**config.mk**
```make
export PLATFORM = sky130hd
export DESIGN_NAME = i2c_target_regs_flat
export DESIGN_NICKNAME = d
export VERILOG_FILES = /design/src/rtl/i2c_target_regs_if.sv /design/src/rtl/i2c_target_regs.sv /design/src/flat_wrapper.sv
export SDC_FILE = /design/constraint.sdc
export NUM_CORES = 1
export LEC_CHECK = 0
export CAP_MARGIN = 20
export CORE_MARGIN = 2
export CORE_UTILIZATION = 55
export CTS_CLUSTER_DIAMETER = 40
export DETAILED_ROUTE_END_ITERATION = 8
export PLACE_DENSITY = 0.9
export SLEW_MARGIN = 5
export SYNTH_ARGS = -nofsm -noshare
export SYNTH_HDL_FRONTEND = slang
export SYNTH_SLANG_ARGS = --single-unit
```
**constraint.sdc**
```tcl
create_clock -name clk -period 3.8 [get_ports clk]
set_input_delay 0.38 -clock clk [delete_from_list [all_inputs] [get_ports clk]]
set_output_delay 0.38 -clock clk [all_outputs]
set_load 0.01 [all_outputs]
```
**src/rtl/i2c_target_regs_if.sv**
```systemverilog
// Bus-side and register-file-side signals of the I2C register target.
// The slave modport is the target's view; the master modport is the view
// of whatever drives the pads and hosts the register file.
interface i2c_target_regs_if #(
    parameter int unsigned PTR_W  = 4,
    parameter int unsigned DATA_W = 8
);
    logic              scl_in;
    logic              sda_in;
    logic              sda_oe;
    logic              wr_valid;
    logic [PTR_W-1:0]  wr_addr;
    logic [DATA_W-1:0] wr_data;
    logic [PTR_W-1:0]  rd_addr;
    logic [DATA_W-1:0] rd_data;
    logic              busy;

    modport slave (
        input  scl_in,
        input  sda_in,
        input  rd_data,
        output sda_oe,
        output wr_valid,
        output wr_addr,
        output wr_data,
        output rd_addr,
        output busy
    );

    modport master (
        output scl_in,
        output sda_in,
        output rd_data,
        input  sda_oe,
        input  wr_valid,
        input  wr_addr,
        input  wr_data,
        input  rd_addr,
        input  busy
    );
endinterface

```
**src/rtl/i2c_target_regs.sv**
```systemverilog
// Oversampled I2C target with a register pointer and burst read/write.
// SCL and SDA are sampled on clk; every bus event is derived from the
// synchronised lines, so nothing here is clocked by the bus.
module i2c_target_regs #(
    parameter logic [6:0]  SLAVE_ADDR = 7'h55,
    parameter int unsigned NUM_REGS   = 16,
    parameter int unsigned PTR_W      = 4,
    parameter int unsigned DATA_W     = 8
) (
    input logic              clk,
    input logic              rst,
    i2c_target_regs_if.slave bus
);

    typedef enum logic [3:0] {
        StIdle,
        StAddr,
        StAddrAck,
        StPtr,
        StPtrAck,
        StWdata,
        StWdataAck,
        StRdata,
        StRdataAck,
        StWait
    } state_e;

    // Synchroniser and edge-history flops.
    logic scl_s1, scl_s2, scl_h;
    logic sda_s1, sda_s2, sda_h;

    logic scl_rise, scl_fall, start_det, stop_det;

    state_e            state_q, state_d;
    logic [3:0]        bit_cnt_q, bit_cnt_d;
    logic [6:0]        shreg_q, shreg_d;
    logic [PTR_W-1:0]  ptr_q, ptr_d;
    logic              rw_q, rw_d;
    logic              ack_drv_q, ack_drv_d;
    logic              sda_oe_q, sda_oe_d;
    logic              busy_q, busy_d;
    logic              wr_valid_q, wr_valid_d;
    logic [PTR_W-1:0]  wr_addr_q, wr_addr_d;
    logic [DATA_W-1:0] wr_data_q, wr_data_d;

    logic [7:0]        rx_byte;
    logic [PTR_W-1:0]  ptr_inc;
    logic [PTR_W-1:0]  ptr_load;
    logic [2:0]        rd_idx;

    // Two-flop synchronisers plus one history flop; idle bus level is high.
    always_ff @(posedge clk or posedge rst) begin
        if (rst) begin
            scl_s1 <= 1'b1;
            scl_s2 <= 1'b1;
            scl_h  <= 1'b1;
            sda_s1 <= 1'b1;
            sda_s2 <= 1'b1;
            sda_h  <= 1'b1;
        end else begin
            scl_s1 <= bus.scl_in;
            scl_s2 <= scl_s1;
            scl_h  <= scl_s2;
            sda_s1 <= bus.sda_in;
            sda_s2 <= sda_s1;
            sda_h  <= sda_s2;
        end
    end

    assign scl_rise  = scl_s2 & ~scl_h;
    assign scl_fall  = ~scl_s2 & scl_h;
    assign start_det = scl_s2 & scl_h & sda_h & ~sda_s2;
    assign stop_det  = scl_s2 & scl_h & ~sda_h & sda_s2;

    // Byte as it stands once the current rising-edge bit is shifted in.
    assign rx_byte  = {shreg_q, sda_s2};
    assign ptr_inc  = (ptr_q == PTR_W'(NUM_REGS - 1)) ? '0 : ptr_q + PTR_W'(1);
    assign ptr_load = PTR_W'(32'(rx_byte[PTR_W-1:0]) % NUM_REGS);
    assign rd_idx   = 3'(bit_cnt_q - 4'd1);

    // State and datapath registers; reset drops SDA asynchronously.
    always_ff @(posedge clk or posedge rst) begin
        if (rst) begin
            state_q    <= StIdle;
            bit_cnt_q  <= 4'd0;
            shreg_q    <= 7'd0;
            ptr_q      <= '0;
            rw_q       <= 1'b0;
            ack_drv_q  <= 1'b0;
            sda_oe_q   <= 1'b0;
            busy_q     <= 1'b0;
            wr_valid_q <= 1'b0;
            wr_addr_q  <= '0;
            wr_data_q  <= '0;
        end else begin
            state_q    <= state_d;
            bit_cnt_q  <= bit_cnt_d;
            shreg_q    <= shreg_d;
            ptr_q      <= ptr_d;
            rw_q       <= rw_d;
            ack_drv_q  <= ack_drv_d;
            sda_oe_q   <= sda_oe_d;
            busy_q     <= busy_d;
            wr_valid_q <= wr_valid_d;
            wr_addr_q  <= wr_addr_d;
            wr_data_q  <= wr_data_d;
        end
    end

    // Next-state logic; START/STOP take priority over every state.
    always_comb begin
        state_d    = state_q;
        bit_cnt_d  = bit_cnt_q;
        shreg_d    = shreg_q;
        ptr_d      = ptr_q;
        rw_d       = rw_q;
        ack_drv_d  = ack_drv_q;
        sda_oe_d   = sda_oe_q;
        busy_d     = busy_q;
        wr_valid_d = 1'b0;
        wr_addr_d  = wr_addr_q;
        wr_data_d  = wr_data_q;

        if (stop_det) begin
            state_d   = StIdle;
            sda_oe_d  = 1'b0;
            busy_d    = 1'b0;
            ack_drv_d = 1'b0;
        end else if (start_det) begin
            // Pointer is kept so a restart can read back from it.
            state_d   = StAddr;
            bit_cnt_d = 4'd7;
            sda_oe_d  = 1'b0;
            ack_drv_d = 1'b0;
        end else begin
            unique case (state_q)
                StIdle: ;

                StAddr: begin
                    if (scl_rise) begin
                        shreg_d = rx_byte[6:0];
                        if (bit_cnt_q == 4'd0) begin
                            if (rx_byte[7:1] == SLAVE_ADDR) begin
                                state_d = StAddrAck;
                                busy_d  = 1'b1;
                                rw_d    = rx_byte[0];
                            end else begin
                                state_d = StWait;
                                busy_d  = 1'b0;
                            end
                        end else begin
                            bit_cnt_d = bit_cnt_q - 4'd1;
                        end
                    end
                end

                // First falling edge pulls the ACK, the second one releases it.
                StAddrAck, StPtrAck, StWdataAck: begin
                    if (scl_fall) begin
                        if (!ack_drv_q) begin
                            sda_oe_d  = 1'b1;
                            ack_drv_d = 1'b1;
                        end else begin
                            ack_drv_d = 1'b0;
                            sda_oe_d  = 1'b0;
                            bit_cnt_d = 4'd7;
                            if (state_q == StAddrAck && rw_q) begin
                                state_d  = StRdata;
                                sda_oe_d = ~bus.rd_data[DATA_W-1];
                            end else if (state_q == StAddrAck) begin
                                state_d = StPtr;
                            end else begin
                                state_d = StWdata;
                            end
                        end
                    end
                end

                StPtr: begin
                    if (scl_rise) begin
                        shreg_d = rx_byte[6:0];
                        if (bit_cnt_q == 4'd0) begin
                            ptr_d   = ptr_load;
                            state_d = StPtrAck;
                        end else begin
                            bit_cnt_d = bit_cnt_q - 4'd1;
                        end
                    end
                end

                StWdata: begin
                    if (scl_rise) begin
                        shreg_d = rx_byte[6:0];
                        if (bit_cnt_q == 4'd0) begin
                            wr_valid_d = 1'b1;
                            wr_addr_d  = ptr_q;
                            wr_data_d  = DATA_W'(rx_byte);
                            ptr_d      = ptr_inc;
                            state_d    = StWdataAck;
                        end else begin
                            bit_cnt_d = bit_cnt_q - 4'd1;
                        end
                    end
                end

                // bit_cnt counts bits still to drive; 0 means the byte is out.
                StRdata: begin
                    if (scl_fall) begin
                        if (bit_cnt_q == 4'd0) begin
                            sda_oe_d = 1'b0;
                            state_d  = StRdataAck;
                        end else begin
                            sda_oe_d  = ~bus.rd_data[rd_idx];
                            bit_cnt_d = bit_cnt_q - 4'd1;
                        end
                    end
                end

                // Pointer moves past every byte sent, whether acked or not.
                StRdataAck: begin
                    if (scl_rise) begin
                        ptr_d = ptr_inc;
                        if (!sda_s2) begin
                            state_d   = StRdata;
                            bit_cnt_d = 4'd8;
                        end else begin
                            state_d = StWait;
                            busy_d  = 1'b0;
                        end
                    end
                end

                StWait: begin
                    sda_oe_d = 1'b0;
                end

                default: begin
                    state_d  = StIdle;
                    sda_oe_d = 1'b0;
                end
            endcase
        end
    end

    assign bus.sda_oe   = sda_oe_q;
    assign bus.busy     = busy_q;
    assign bus.wr_valid = wr_valid_q;
    assign bus.wr_addr  = wr_addr_q;
    assign bus.wr_data  = wr_data_q;
    assign bus.rd_addr  = ptr_q;

endmodule

```
**src/flat_wrapper.sv**
```systemverilog
// flat-port wrapper written by rule: the top's interface ports become plain ports
module i2c_target_regs_flat 
#(
    parameter logic [6:0]  SLAVE_ADDR = 7'h55,
    parameter int unsigned NUM_REGS   = 16,
    parameter int unsigned PTR_W      = 4,
    parameter int unsigned DATA_W     = 8
)
  (clk, rst, bus_scl_in, bus_sda_in, bus_rd_data, bus_sda_oe, bus_wr_valid, bus_wr_addr, bus_wr_data, bus_rd_addr, bus_busy);
  i2c_target_regs_if #(.PTR_W(PTR_W), .DATA_W(DATA_W)) bus_i ();
  input logic clk;
  input logic rst;
  input wire logic [$bits(bus_i.scl_in)-1:0] bus_scl_in;
  input wire logic [$bits(bus_i.sda_in)-1:0] bus_sda_in;
  input wire logic [$bits(bus_i.rd_data)-1:0] bus_rd_data;
  output wire logic [$bits(bus_i.sda_oe)-1:0] bus_sda_oe;
  output wire logic [$bits(bus_i.wr_valid)-1:0] bus_wr_valid;
  output wire logic [$bits(bus_i.wr_addr)-1:0] bus_wr_addr;
  output wire logic [$bits(bus_i.wr_data)-1:0] bus_wr_data;
  output wire logic [$bits(bus_i.rd_addr)-1:0] bus_rd_addr;
  output wire logic [$bits(bus_i.busy)-1:0] bus_busy;
  assign bus_i.scl_in = bus_scl_in;
  assign bus_i.sda_in = bus_sda_in;
  assign bus_i.rd_data = bus_rd_data;
  assign bus_sda_oe = bus_i.sda_oe;
  assign bus_wr_valid = bus_i.wr_valid;
  assign bus_wr_addr = bus_i.wr_addr;
  assign bus_wr_data = bus_i.wr_data;
  assign bus_rd_addr = bus_i.rd_addr;
  assign bus_busy = bus_i.busy;
  i2c_target_regs #(.SLAVE_ADDR(SLAVE_ADDR), .NUM_REGS(NUM_REGS), .PTR_W(PTR_W), .DATA_W(DATA_W)) u_core (.clk(clk), .rst(rst), .bus(bus_i));
endmodule
```
**Yosys cells after proc, flatten, opt, wreduce, memory -nomap -nowiden**

Cells that the tools add are included.

- Logic and storage cells: 158
- Output and inout bits: 19
- Input bits: 12
- Register bits: 42

- Bitwise gates (word level): 15
- Add/sub/neg operators: 2
- Equality and inequality tests: 40
- $lt $le $gt $ge: 1
- Multiplexer cells: 62
- Reductions and logical operators: 21

Operator list:

| operator | number |
|---|---|
| $mux 4 | 30 |
| $ne 4x1->1 const B | 11 |
| $ne 3x1->1 const B | 11 |
| $pmux 4 s7 | 1 |
| $mux 1 | 25 |
| $eq 4x3->1 const B | 4 |
| $pmux 4 s4 | 1 |
| $reduce_and 8->1 | 2 |
| $eq 4x4->1 const B | 3 |
| $pmux 4 s3 | 1 |
| $reduce_and 12->1 | 1 |
| $reduce_and 6->1 | 2 |
| $reduce_bool 3->1 | 4 |
| $ne 2x1->1 const B | 5 |
| $eq 4x2->1 const B | 2 |
| $logic_not 4->1 | 2 |
| $not 1->1 | 8 |
| $and 1x1->1 | 7 |
| $eq 7x7->1 const B | 1 |
| $reduce_or 3->1 | 2 |
| $reduce_and 5->1 | 1 |
| $reduce_bool 5->1 | 1 |
| $reduce_or 5->1 | 1 |
| $add 4x1->4 const B | 1 |
| 14 further kinds | 14 |

**Depth between registers and ports, before layout**

- Depth after elaboration: 9
- Mapped depth: 8

**Worst setup path before layout**

Ideal clock, no wire load.

- Path kind: register to register
- Start: register u_core.bit_cnt_q[0]
- End: register u_core.ptr_q[3], in the netlist u_core.bus.rd_addr[3]
- Cell stages (with the launch flop): 9
- Path slack: 1,626 ps
- Arrival: 2,053 ps
- Setup time: 122 ps
- Required time: 3,678 ps
- Path buffers: 1
- Clock period less this slack: 2,174 ps
- Cell sequence: dfrtp_1 inv_1 ha_1 or3b_1 buf_6 o32a_4 o22ai_4 nand3_2 a32o_1

- Cells in the longest elaborated chain, start to end: 3

RTL lines:

| what | RTL line | text |
|---|---|---|
| start, declared | i2c_target_regs.sv:35 | `logic [3:0] bit_cnt_q, bit_cnt_d;` |
| start signal, assigned | i2c_target_regs.sv:97 | `bit_cnt_q <= bit_cnt_d;` |
| $logic_not 4->1 (*) | i2c_target_regs.sv:182, i2c_target_regs.sv:194 |  |
| $ne 2x1->1 (no line) | n/a |  |
| $reduce_and 8->1 (no line) (*) | n/a |  |
| end signal, assigned | i2c_target_regs.sv:99 | `ptr_q <= ptr_d;` |
| end, declared | i2c_target_regs.sv:37 | `logic [PTR_W-1:0] ptr_q, ptr_d;` |

Every way passes the cells marked *; elsewhere a longest branch is shown, timed or not.
A chain may end at the register's enable or synchronous reset.

**Worst setup path after layout**

Ends and elaborated chain as after synthesis.

==> summary by stage <==
Worst setup path
Along the worst path, the maximum fanout reaches 8. The worst setup path is launched from a flip-flop. Measured in cells, the most critical reg-to-reg path has a length of 7. The launch instance of the worst register-to-register path is u_core.bit_cnt_q[0]$_DFFE_PP0P_. The critical path endpoint category is a flip-flop. The arrival time at the worst endpoint is 2.60 ns. In this run the register-to-register setup slack is 1.40 ns. The data required time of the critical path is ~4.0 ns. The worst setup path is of the reg -> reg kind.

In this run the critical register-to-register path is captured at u_core.bus.rd_addr[3]$_DFFE_PP0P_.

Die
The width of the chip is 70.6 µm. In this run the standard cell core region covers 0.00432 mm². The overall die area is 0.00499 mm².

For this design the top-level I/O count stands at 31. Row generation in the floorplan step produced 24 rows. The effective utilization at floorplan is 0.564.

The floorplan step set the die height to 70.6 µm.

Placement
Once placement completed, the tool counted placed cells totaling 294. The count of buffers added on input and output ports is 30. Detailed placement ended at an HPWL of 3.51 mm. Routability-driven placement finished with a final weighted congestion of 0.916. In this run the cell area measured after placement is roughly 0.0027 mm². The worst setup timing slack at the placement stage is around 1.4 ns.

Global routing
The via count of the first global-routing pass is 1797. The first global-routing pass estimated 8.45 mm of wire. Entering global routing, the biggest net connects 43 pins. For this run the aggregate overflow at the end of global routing stands at 0. The global-route usage over all layers is 0.214.

The number of antenna violations at the first check in global routing is 0.

Hold path
The startpoint of the most critical hold path is u_core.scl_s1$_DFF_PP1_. The worst hold path depth is 0. The destination of the worst hold path is u_core.scl_s2$_DFF_PP1_.

The path class of the tightest hold or removal check is reg -> reg.

STA
Adding up every negative setup slack in the final design gives 0 ns. The final number of max-transition violations is 0. The minimum clock period after layout is 2.40 ns. The top achievable clock speed is 417 MHz. Setup violations remaining at the end of the flow were counted as 0.

The final period utilization is 0.631. Headroom to the max-slew limit came out at 0.478. The transition time at the pin with the least slew margin is just under 0.8 ns.

For the final database, setup skew stands at ~0.013 ns. After layout, the worst setup slack is 1.40 ns. The final count of hold timing violations was 0. Setup repair after global routing left no endpoint under its margin.

Drt
Once detail routing completed, the nets flagged for antenna violations numbered 0. In the routed design, unresolved DRC markers number 0. The total wire length is around 5.1 mm.

Using the TritonRoute via totals, the vias-per-cell ratio works out to 6.20. After detailed routing, the average wire length per cell comes to 16.9 µm. The number of iterations in the first detailed-routing pass is 4. The detailed-route via count is 1872. In this run, the number of DRC markers left after iteration 0 of detailed routing was 287.

Clocking
Clock tree synthesis inserted a total of 5 buffers. After clock tree synthesis, the clock-pin slew on the worst setup and hold paths is 0.09 ns. No sink is reached through more buffers than the 2 on the longest clock path. The number of hold buffers added after CTS was 0. Once the clock tree was built, the resizer swapped 0 gates to a different size. For the worst-skew pair, the clock arrives at the later sink with an insertion delay of 0.30 ns.

The H-tree was split into 2 levels. The root cell of the clock tree is clkbuf_8. The post-CTS setup buffer count is 0. The clock tree from TritonCTS is done. The TritonCTS sink count is 42.

Flow run
The tool flagged a number of max-cap violations equal to 0.

Synth
The number of nets handed over by synthesis was 236. In this run, synthesis inferred 0 flip-flops with an integrated enable. Among all flip-flop cells after synthesis, the most frequent one is dfrtp_1. After synthesis the netlist holds a flip-flop and latch count of 42.

Sorting the synthesized cells by area gives the leading types as dfrtp_1 (37%), mux2_2 (9.7%), dfstp_2 (6.5%). The cell count after synthesis is 222. The proportion of netlist area held by the largest area contributor is 0.369.

The leading cell type by number of instances after synthesis is dfrtp_1. The number of distinct standard cells referenced by the synthesized netlist is 59. The commonest cells after synthesis are dfrtp_1 (36), mux2_2 (21), nand2_1 (10). The share of the Yosys chip area taken by registers is 0.434.

The share of flip-flops with an asynchronous set or reset is 1.00. The most area-hungry cell type in the Yosys netlist is dfrtp_1. The cell area that synthesis handed to floorplanning was between 0.002 and 0.0025 mm². For this run, the number of Yosys warnings is 0.

The synthesized area per cell is 11.0 µm².

Power and ir drop
The static leakage is 0.00117 µW. The cell area power density is 646 mW/mm². The combinational fraction of design power is 0.430. Of the total power, the share spent switching nets is 0.397. Summed over all nets, the switching power comes to 719 µW. The design draws 1810 µW.

The worst-case IR drop observed on VDD is ~0.00032 V. The share of total power dissipated in the clock network is 0.169. The share of total power dissipated in sequential elements is 0.400. Internal power comes to 1090 µW.

Cells and area
Relative to the synthesized area, the layout overhead comes to 14.8%. The finished layout holds 302 standard cells, fillers aside. The final layout contains 263 nets.

After routing the design area is 0.00280 mm². The repair_antennas step left the layout with diodes totalling 0. The filler cells instantiated in the layout total 336. Of the cells placed in the final design, the portion with a size suffix greater than 1 is 0.204.

Outcome
The flow ran to the end, and the final reports show no timing, DRC or antenna violations.
registers in the layout (all words and copies together), names as in the netlist:
name,count
u_core.state_q,4
u_core.bus.wr_data,8
u_core.sda_s2,1
u_core.scl_h,1
u_core.bus.wr_valid,1
u_core.sda_s1,1
u_core.bus.wr_addr,4
u_core.scl_s2,1
u_core.bit_cnt_q,4
u_core.rw_q,1
u_core.scl_s1,1
u_core.bus.sda_oe,1
u_core.ack_drv_q,1
u_core.shreg_q,7
u_core.sda_h,1
u_core.bus.rd_addr,4
u_core.bus.busy,1
metal layers:
layer	track usage	vias to the layer above	wire [µm]
met4	0.0776	0	67
met5	0	-	0
met3	0.0584	8	336
li1	-	883	-
met2	0.336	63	2500
met1	0.288	918	2190
metrics by stage:
stage / hold WS, ns / utilization
finish: 0.358 / 0.648
detailed placement: 0.348 / 0.626
global route: 0.360 / 0.648
CTS: 0.359 / 0.648
floorplan: 0.345 / -
global placement: 0.346 / 0.626
critical path: stages, from the launching register on:
cell     delay, ns
dfrtp_1       0.45
inv_1         0.11
ha_1          0.24
or3b_1        0.53
o32a_4        0.42
o22ai_4       0.24
nand3_2       0.10
a32o_1        0.20
power by group through the flow:
stage | Sequential, µW | Combinational, µW | Clock [µW]
global placement | 719 | 741 | 0
floorplan | 642 | 680 | 0
detailed placement | 727 | 764 | 0
CTS | 718 | 773 | 309
global route | 748 | 849 | 328
finish | 725 | 779 | 306
layout make-up:
cell class	count	area, µm²	share of cell area
Clock buffer	7	86.3	0.0308
Clock inverter	1	8.76	0.00313
Inverter	7	26.3	0.00938
Multi-Input combinational cell	161	1240	0.443
Sequential cell	42	1060	0.378
Tap cell	52	65.1	0.0232
Timing Repair Buffer	32	315	0.113
placed cells by master, fill, tap and decap left out, types with 2 or more instances in the layout:
cell type / netlist / layout
xnor2_1: 2 / 2
and2_1: 3 / 3
mux2_2: 21 / 21
nand2_1: 10 / 10
o21ai_0: 9 / 9
o32a_1: 2 / 2
a32oi_1: 2 / 2
nor2b_1: 4 / 4
a31oi_1: 8 / 8
dfrtp_1: 36 / 36
nand4b_1: 2 / 2
clkbuf_8: 3 / 6
ha_1: 2 / 2
or3_1: 2 / 2
o41ai_1: 2 / 2
a211o_1: 2 / 2
nand3b_1: 2 / 2
o21a_1: 6 / 6
nor2_1: 9 / 9
o31ai_1: 2 / 2
and4b_1: 2 / 2
nor3b_1: 3 / 3
a211oi_1: 3 / 3
nand2b_1: 4 / 4
o21ai_1: 2 / 2
nor3_1: 8 / 8
mux2i_1: 7 / 7
dfstp_2: 6 / 6
and3_1: 2 / 2
inv_1: 7 / 7
buf_4: 2 / 2
or2_2: 3 / 3
mux4_2: 2 / 2
nand3_1: 6 / 6
clkdlybuf4s50_1: 0 / 30
a21oi_1: 8 / 8
worst max-delay path by stage:
stage                                          from                                end  slack, ns
CTS                 u_core.bit_cnt_q[0]$_DFFE_PP0P_  u_core.bus.rd_addr[3]$_DFFE_PP0P_       1.42
global placement    u_core.bit_cnt_q[0]$_DFFE_PP0P_  u_core.bus.rd_addr[3]$_DFFE_PP0P_       1.52
finish              u_core.bit_cnt_q[0]$_DFFE_PP0P_  u_core.bus.rd_addr[3]$_DFFE_PP0P_       1.40
floorplan           u_core.bit_cnt_q[0]$_DFFE_PP0P_  u_core.bus.rd_addr[3]$_DFFE_PP0P_       1.63
detailed placement  u_core.bit_cnt_q[0]$_DFFE_PP0P_  u_core.bus.rd_addr[3]$_DFFE_PP0P_       1.42
global route        u_core.bit_cnt_q[0]$_DFFE_PP0P_  u_core.bus.rd_addr[3]$_DFFE_PP0P_       1.30
logic make-up after synthesis:
family / share of synthesized area
AO/OA/AOI/OAI: 0.165
XOR/XNOR: 0.00718
adder cells (fa/ha/maj): 0.0103
buffers and inverters: 0.0574
flip-flops: 0.434
multiplexers: 0.144
AND/OR/NAND/NOR: 0.183
Note: power is estimated with default switching activity, not from simulation.
==> variant (config.mk and constraints unchanged) <==
Encoding of `state_e`: now one-hot (10 bits for 10 states).
--- a/src/rtl/i2c_target_regs.sv
+++ b/src/rtl/i2c_target_regs.sv
@@ -12,17 +12,17 @@
     i2c_target_regs_if.slave bus
 );
 
-    typedef enum logic [3:0] {
-        StIdle,
-        StAddr,
-        StAddrAck,
-        StPtr,
-        StPtrAck,
-        StWdata,
-        StWdataAck,
-        StRdata,
-        StRdataAck,
-        StWait
+    typedef enum logic [9:0] {
+        StIdle     = 10'b0000000001,
+        StAddr     = 10'b0000000010,
+        StAddrAck  = 10'b0000000100,
+        StPtr      = 10'b0000001000,
+        StPtrAck   = 10'b0000010000,
+        StWdata    = 10'b0000100000,
+        StWdataAck = 10'b0001000000,
+        StRdata    = 10'b0010000000,
+        StRdataAck = 10'b0100000000,
+        StWait     = 10'b1000000000
     } state_e;
 
     // Synchroniser and edge-history flops.
Check against the original RTL: no difference found for any inputs over 4 cycles, from zero or initial values and one cycle with rst high; so few cycles prove little.
==> variant against the unedited design <==
- setup slack lost 0.45 ns
- clock skew is 0.0095 ns lower
- sequential cell count increased by 6
- area after synthesis is 11% higher
- first-iteration DRC count shrank 23%
- routed wire length up 19%
- global-route usage grew 2.1 points
- cell area rose by 13%
Power is not compared: it rests on default switching activity, and its combinational part moved more than twofold at a synthesized area within 25%.
==> variant: results (changes against the unedited design) <==
| Metric | Value |
|---|---|
| Status | `completed (unchanged)` |
| CP max-delay cell | `nor4_1 (was or3b_1)` |
| Syn_nets | `284 (was 236)` |
| Total track usage | `23.48% (was 21.37%)` |
| Setup Skew | `0.003753 ns (was 0.01327 ns)` |
| Hold Path Class | `in2async (was reg2reg)` |
| Arr. time, crit path | `3.04 ns (was 2.60 ns)` |
| Slowest stage delay, CP | `0.64 ns (was 0.53 ns)` |
| Worst Path Max Fanout | `10 (was 8)` |
| Sequential element share of the synthesized area | `44.62% (was 43.38%)` |
| Synth top area cells | `dfrtp_1 (38%), mux2_2 (8.7%), dfstp_2 (6.8%) (was dfrtp_1 (37%), mux2_2 (9.7%), dfstp_2 (6.5%))` |
| Final #Nets | `308 (was 263)` |
| DR vias/cell | `6.262 (was 6.199)` |
| Layout cell share with drive strength beyond 1 | `16.95% (was 20.40%)` |
| Initial DRC count | `221 (was 287)` |
| P&R area growth vs syn | `17.17% (was 14.82%)` |
| Most frequent cells after synthesis | `dfrtp_1 (41), nor2_1 (22), mux2_2 (21), a21oi_1 (17), nand2_1 (16) (was dfrtp_1 (36), mux2_2 (21), nand2_1 (10), nor2_1 (9), o21ai_0 (9))` |
| HPWL Detailed | `4.326 mm (was 3.510 mm)` |
| Unique cell type count in the Yosys netlist | `52 (was 59)` |
| Drt wl/cell | `16.71 µm (was 16.86 µm)` |
| Largest register FFs | `10 (was 8)` |
| Worst-Skew Late Latency | `0.30 ns (about the same)` |
| Filler cells | `364 (was 336)` |
| Slew @ Worst Pin | `0.7283 ns (was 0.7764 ns)` |
| Leakage | `1.397 nW` |
| Global-route wire length before repair | `9.784 mm (was 8.445 mm)` |
| Drt first pass iters | `5 (was 4)` |
==> variant: power groups by stage <==
stage                     logic, mW  clock network, mW  registers, mW
final                         0.192              0.383          0.576
after global routing          0.211              0.416          0.579
after CTS                     0.189              0.395          0.574
after detailed placement      0.186                  0          0.584
after global placement        0.184                  0          0.583
after floorplan               0.170                  0          0.553
==> variant: layer usage <==
metal / GRT usage [%] / vias up / wire length [µm]
li1: - / 1047 / -
met4: 8.333 / 0 / 106
met5: 0 / - / 0
met3: 5.149 / 12 / 482
met1: 31.66 / 1103 / 2563
met2: 37.80 / 105 / 2897
==> variant: layout make-up <==
type	instances	share of cell area, %
inverters	10	1.182
clock inverters	2	1.221
multi-input cells	196	43.72
repair buffers	33	10.56
well taps	67	2.639
flip-flops and latches	48	38.09
clock buffers	6	2.599
==> variant: worst paths after layout <==
kind	start	endpoint	slack, ns
worst max-delay path	u_core.state_q[3]$_DFFE_PP0P_	u_core.bit_cnt_q[3]$_DFFE_PP0P_	0.95
worst min-delay path	rst	u_core.shreg_q[6]$_DFFE_PP0P_	0.26
worst max register to register	u_core.state_q[3]$_DFFE_PP0P_	u_core.bit_cnt_q[3]$_DFFE_PP0P_	0.95
worst min register to register	u_core.sda_s1$_DFF_PP1_	u_core.sda_s2$_DFF_PP1_	0.36
max in group asynchronous	rst	u_core.sda_h$_DFF_PP1_	3.05
min in group clk	u_core.sda_s1$_DFF_PP1_	u_core.sda_s2$_DFF_PP1_	0.36
==> variant: kinds of logic after synthesis <==
group | Yosys count | share of synthesized area [%]
compound gates | 56 | 13.24
xor+xnor | 8 | 2.584
fa+ha+maj | 2 | 0.9228
buf+inv | 26 | 4.153
flops | 48 | 44.62
mux | 34 | 14.44
simple gates | 96 | 20.03
==> variant: critical path: cells and delay by family (launching register included) <==
kind | cells | cell delay (ns)
muxes | 1 | 0.14
AOI/OAI and AO/OA | 2 | 0.60
DFF | 1 | 0.49
and+or+nand+nor | 4 | 1.50
==> variant: stage by stage <==
step / hold slack, ns / instances / setup slack [ns] / area [µm²] / power [mW]
floorplan: 0.3452 / 270 / 1.184 / 2711 / 0.7229
detailed placement: 0.3472 / 353 / 0.9770 / 3035 / 0.7703
global route: 0.2662 / 362 / 0.7374 / 3177 / 1.206
CTS: 0.3603 / 361 / 0.9875 / 3157 / 1.158
global placement: 0.3459 / 353 / 1.054 / 3035 / 0.7673
finish: 0.2564 / 362 / 0.9532 / 3177 / 1.150
